$ cat config.mk
export PLATFORM = sky130hd
export DESIGN_NAME = cic_decimator
export DESIGN_NICKNAME = d
export VERILOG_FILES = /design/src/rtl/cic_decimator.sv
export SDC_FILE = /design/constraint.sdc
export NUM_CORES = 1
export LEC_CHECK = 0
export CAP_MARGIN = 20
export CELL_PAD_IN_SITES_DETAIL_PLACEMENT = 2
export CELL_PAD_IN_SITES_GLOBAL_PLACEMENT = 2
export CORE_UTILIZATION = 45
export DETAILED_ROUTE_END_ITERATION = 16
export GPL_ROUTABILITY_DRIVEN = 0
export PLACE_DENSITY_LB_ADDON = 0.15
export SLEW_MARGIN = 20
export SYNTH_ARGS = -nofsm -noshare
export SYNTH_HDL_FRONTEND = slang
export SYNTH_SLANG_ARGS = --single-unit
$ cat constraint.sdc
create_clock -name clk -period 11.1 [get_ports clk]
set_clock_uncertainty 0.2 [all_clocks]
set_input_delay 2.22 -clock clk [delete_from_list [all_inputs] [get_ports clk]]
set_output_delay 2.22 -clock clk [all_outputs]
set_load 0.1 [all_outputs]
$ cat src/rtl/cic_decimator.sv
// CIC decimator for a 1-bit sigma-delta bitstream: ORDER integrators at the input
// rate, ORDER combs at the decimated rate, then scaling with saturation to OUT_W bits.
module cic_decimator #(
    parameter int ORDER      = 3,
    parameter int LOG2_DECIM = 6,
    parameter int OUT_W      = 12
) (
    input  logic             clk,
    input  logic             rst_n,
    input  logic             en,
    input  logic             data_in,
    output logic [OUT_W-1:0] data_out,
    output logic             new_data
);

    localparam int W  = ORDER * LOG2_DECIM + 1;
    localparam int SH = W - 1 - OUT_W;

    localparam logic [0:0] SETTLE = 1'b0;
    localparam logic [0:0] RUN    = 1'b1;

    localparam logic [LOG2_DECIM-1:0] PHASE_LAST  = '1;
    localparam logic [2:0]            SETTLE_LAST = 3'(ORDER - 1);

    logic [W-1:0]            integ   [ORDER];
    logic [W-1:0]            dly     [ORDER];
    logic [W-1:0]            comb_in [ORDER];
    logic [W-1:0]            comb_out;
    logic [W-1:0]            shifted;
    logic [OUT_W-1:0]        sat;
    logic [LOG2_DECIM-1:0]   phase;
    logic [2:0]              settle_cnt;
    logic [0:0]              state;
    logic                    strobe;

    assign strobe = en && (phase == PHASE_LAST);

    // Comb chain is combinational so the result lands in data_out on the strobe edge itself.
    always_comb begin
        comb_out = integ[ORDER-1];
        for (int unsigned k = 0; k < ORDER; k++) begin
            comb_in[k] = comb_out;
            comb_out   = comb_out - dly[k];
        end
    end

    // Only full scale (exactly 2^(W-1)) can reach the bit above OUT_W.
    assign shifted = comb_out >> SH;
    assign sat     = (|shifted[W-1:OUT_W]) ? '1 : shifted[OUT_W-1:0];

    always_ff @(posedge clk) begin
        if (!rst_n) begin
            for (int unsigned k = 0; k < ORDER; k++) begin
                integ[k] <= '0;
                dly[k]   <= '0;
            end
            phase      <= '0;
            settle_cnt <= '0;
            state      <= SETTLE;
            data_out   <= '0;
            new_data   <= 1'b0;
        end else begin
            new_data <= 1'b0;
            if (en) begin
                integ[0] <= integ[0] + {{(W-1){1'b0}}, data_in};
                for (int unsigned k = 1; k < ORDER; k++) begin
                    integ[k] <= integ[k] + integ[k-1];
                end
                phase <= phase + 1'b1;
                if (strobe) begin
                    for (int unsigned k = 0; k < ORDER; k++) begin
                        dly[k] <= comb_in[k];
                    end
                    case (state)
                        SETTLE: begin
                            if (settle_cnt == SETTLE_LAST) begin
                                state <= RUN;
                            end else begin
                                settle_cnt <= settle_cnt + 3'd1;
                            end
                        end
                        default: begin
                            data_out <= sat;
                            new_data <= 1'b1;
                        end
                    endcase
                end
            end
        end
    end

endmodule

==> reports/metrics.csv <==
metric;value;unit
Yosys warnings;0;
Die Width;144.6;um
Pre-antenna DRT Iters;4;
Initial DRC Count;263;
Adder-Cell Fraction of Synth Area;0.1372;
P_leak;0.004450;uW
Critical Path End Type;flop;
final WL;28.25;mm
Worst R2R End;data_out[8]$_SDFFE_PN0P_;
internal power;1266;uW
Critical Path RT;11.26;ns
Worst Max-Slew Pin Slew;1.025;ns
n_diodes;0;
area of the multi-input gates;0.004883;mm^2
post-CTS sizing;0;
Hold Path End;data_out[4]$_SDFFE_PN0P_;
delay-heaviest family, CP;compound AO/OA/AOI/OAI gates;
hold slack;0.3202;ns
Critical Path Fanout Max;12;
largest net degree at the start of global routing;58;
compound-cell area share of the yosys netlist;0.1429;
Worst slew margin;0.3168;
worst hold path depth;2;
Worst Setup Start Kind;flop;
Clock Power Share;0.304;
reg2reg start;integ[0][38]$_SDFFCE_PN0P_;
H-tree lvl count;4;
grt total ovfl;0;
initial antenna violation count;0;
Synth area leader;edfxtp_1;
clk sinks;137;
number of global-route vias before repair;8146;
Sum Neg Setup Slack;0;ns
Hold Path Origin;data_out[4]$_SDFFE_PN0P_;
max incr delay on CP;0.48;ns
# hold bufs at CTS;0;
fin util;0.5169;
number of port buffers;16;
Yosys top cell area share;0.3739;
top_reg_cell synth;edfxtp_1;
final hold violation count;0;
fillcell total;1982;
Initial Util;0.4644;
Final ANT Viol Nets;0;
combinational power share;0.385;
VDD IR-drop max;0.0001052;V
mean routed wirelength per cell;23.27;um
Clock Latency Late Sink;0.45;ns
Async SR Flop Fraction;0;
Root Driver;clkbuf_16;
CTS clk-pin slew, worst paths;0.06;ns
Seq. cell area;0.003884;mm^2
f_max;150.8;MHz
switch share;0.3631;
Final setup viols;0;
synthesized instance count;917;
CTS Buffer Depth;2;
r2r setup slk;4.47;ns
Pwr Total;1988;uW
Yosys reg bits;137;
Worst path slowest cell;a211oi_1;
Syn-to-layout area delta;11.31;%
ranking of synthesized cells by area;edfxtp_1 37%, ha_1 13%, dfxtp_1 5.0%;
hpwl dp;17.92;mm
max-cap violations;0;
postcts setup bufs;0;
PwrDens;195.0;mW/mm^2
layout cell share with drive strength beyond 1;0.05479;
unrepaired setup endpoints after global routing;false;
DR vias/cell;5.815;
Die H;144.6;um
core area;0.01972;mm^2
path depth of the worst reg2reg path;25;
first-pass GRT wire length;44.77;mm
nets@finish;1038;
commonest non-fill, non-tap cell in the layout;edfxtp_1;
status;complete, no violations;
DRC viols;0;
Ports;17;
net switching power;721.8;uW
CP Class;reg -> reg;
Distinct cells, synth;61;
mux contribution to synthesized area;0.002186;
Synth Area in XOR/XNOR;0.08254;
GRT Util Overall;0.2897;
# rows;51;
Final Cycle Share;0.5974;
CTS tree;done;
Mapped Area;0.009156;mm^2
largest family of logic cells by synthesized area;simple AND/OR/NAND/NOR gates;
Final Critical Period;6.631;ns
CP Data Arrival Time;6.79;ns
TritonCTS buffer count;17;
Vias;7060;
sequential power share;0.312;
Syn Nets;1019;
Synth Area per Inst;9.985;um^2
Hold Path Class;reg -> reg;
die area;0.02092;mm^2
crit path buf inv count;1;
Max Transition Viols Final;0;
EDFF count, synth;114;
sequential element share of the synthesized area;0.4242;
simple-gate share of the synthesized area;0.1679;
most frequent cells in the layout;114 x edfxtp_1, 94 x ha_1, 79 x nor2_1;
[registers in the layout (all words and copies together), names as in the netlist]
register / cells
phase: 6
new_data: 1
dly: 57
integ: 57
state: 1
settle_cnt: 3
data_out: 12
[how the worst max path moves through the flow]
stage,startpoint,endpoint,slack [ns],depth (start not counted)
6_report,integ[0][38]$_SDFFCE_PN0P_,data_out[8]$_SDFFE_PN0P_,4.47,25
2_1_floorplan,integ[0][38]$_SDFFCE_PN0P_,data_out[1]$_SDFFE_PN0P_,5.56,26
5_1_grt,integ[0][38]$_SDFFCE_PN0P_,data_out[8]$_SDFFE_PN0P_,4.15,25
4_1_cts,integ[0][38]$_SDFFCE_PN0P_,data_out[8]$_SDFFE_PN0P_,4.43,25
3_3_place_gp,integ[0][38]$_SDFFCE_PN0P_,data_out[8]$_SDFFE_PN0P_,5.19,25
3_5_place_dp,integ[0][38]$_SDFFCE_PN0P_,data_out[8]$_SDFFE_PN0P_,4.77,23
[power by group through the flow]
stage	Combinational, uW	Sequential, uW	Clock, uW
global placement	643	624	0
CTS	763	620	612
floorplan	537	617	0
detailed placement	707	628	0
finish	764	620	603
global route	829	623	630
[area by class of cell]
| cell class | count | area share |
|---|---|---|
| Multi-Input combinational cell | 684 | 0.4791 |
| Clock buffer | 19 | 0.04247 |
| Clock inverter | 13 | 0.01743 |
| Sequential cell | 137 | 0.3810 |
| Tap cell | 265 | 0.03253 |
| Timing Repair Buffer | 22 | 0.02013 |
| Inverter | 74 | 0.02725 |
[per-stage QoR]
stage	cells	setup slack, ns	cell area [um^2]
3_5_place_dp	1182	4.767	9582
6_report	1214	4.469	10190
5_1_grt	1214	4.145	10190
2_1_floorplan	917	5.558	9156
3_3_place_gp	1182	5.195	9582
4_1_cts	1214	4.426	10190
[Yosys cell counts, types with 3 or more instances]
cell       count
a2111oi_0      3
a211o_1        4
a211oi_1       4
a21boi_0       5
a21o_1        23
a21oi_1       67
a21oi_2        3
a31o_2         5
a31oi_1        7
a41oi_1        3
and2_1        42
and3_1        33
and4_1         5
buf_6          4
clkbuf_1      15
dfxtp_1       23
edfxtp_1     114
fa_1           4
ha_1          94
inv_1         74
nand2_1       48
nand2b_1      14
nand3_1       21
nand4_1        6
nor2_1        79
nor2b_1       17
nor3_1        14
nor4_1         3
o21a_1        10
o21ai_0       36
o21bai_1       5
o31ai_1        5
or2_2          4
or3_1          9
xnor2_1       48
xor2_1        33
[worst register-to-register path: cells and delay by family (launching register included)]
kind | cells | cell delay [ns]
AO/OA/AOI/OAI | 13 | 2.95
adder cells (fa/ha/maj) | 4 | 1.35
AND/OR/NAND/NOR | 4 | 0.94
XOR/XNOR | 3 | 0.69
flip-flops | 1 | 0.36
buffers and inverters | 1 | 0.08
[kinds of logic (layout without fill, tap and decap cells)]
kind of cell / Yosys count / count (layout)
flops: 137 / 137
fa+ha+maj: 98 / 98
buf+inv: 96 / 128
mux: 2 / 2
compound gates: 201 / 201
xor+xnor: 83 / 83
simple gates: 300 / 300
[per-layer routing]
| metal | part of all wire | global-route usage |
|---|---|---|
| met1 | 0.40 | 0.3024 |
| met2 | 0.55 | 0.5554 |
| met3 | 0.022 | 0.04834 |
| met4 | 0.035 | 0.1424 |
| met5 | 0 | 0 |
(Power assumes the default switching activity.)
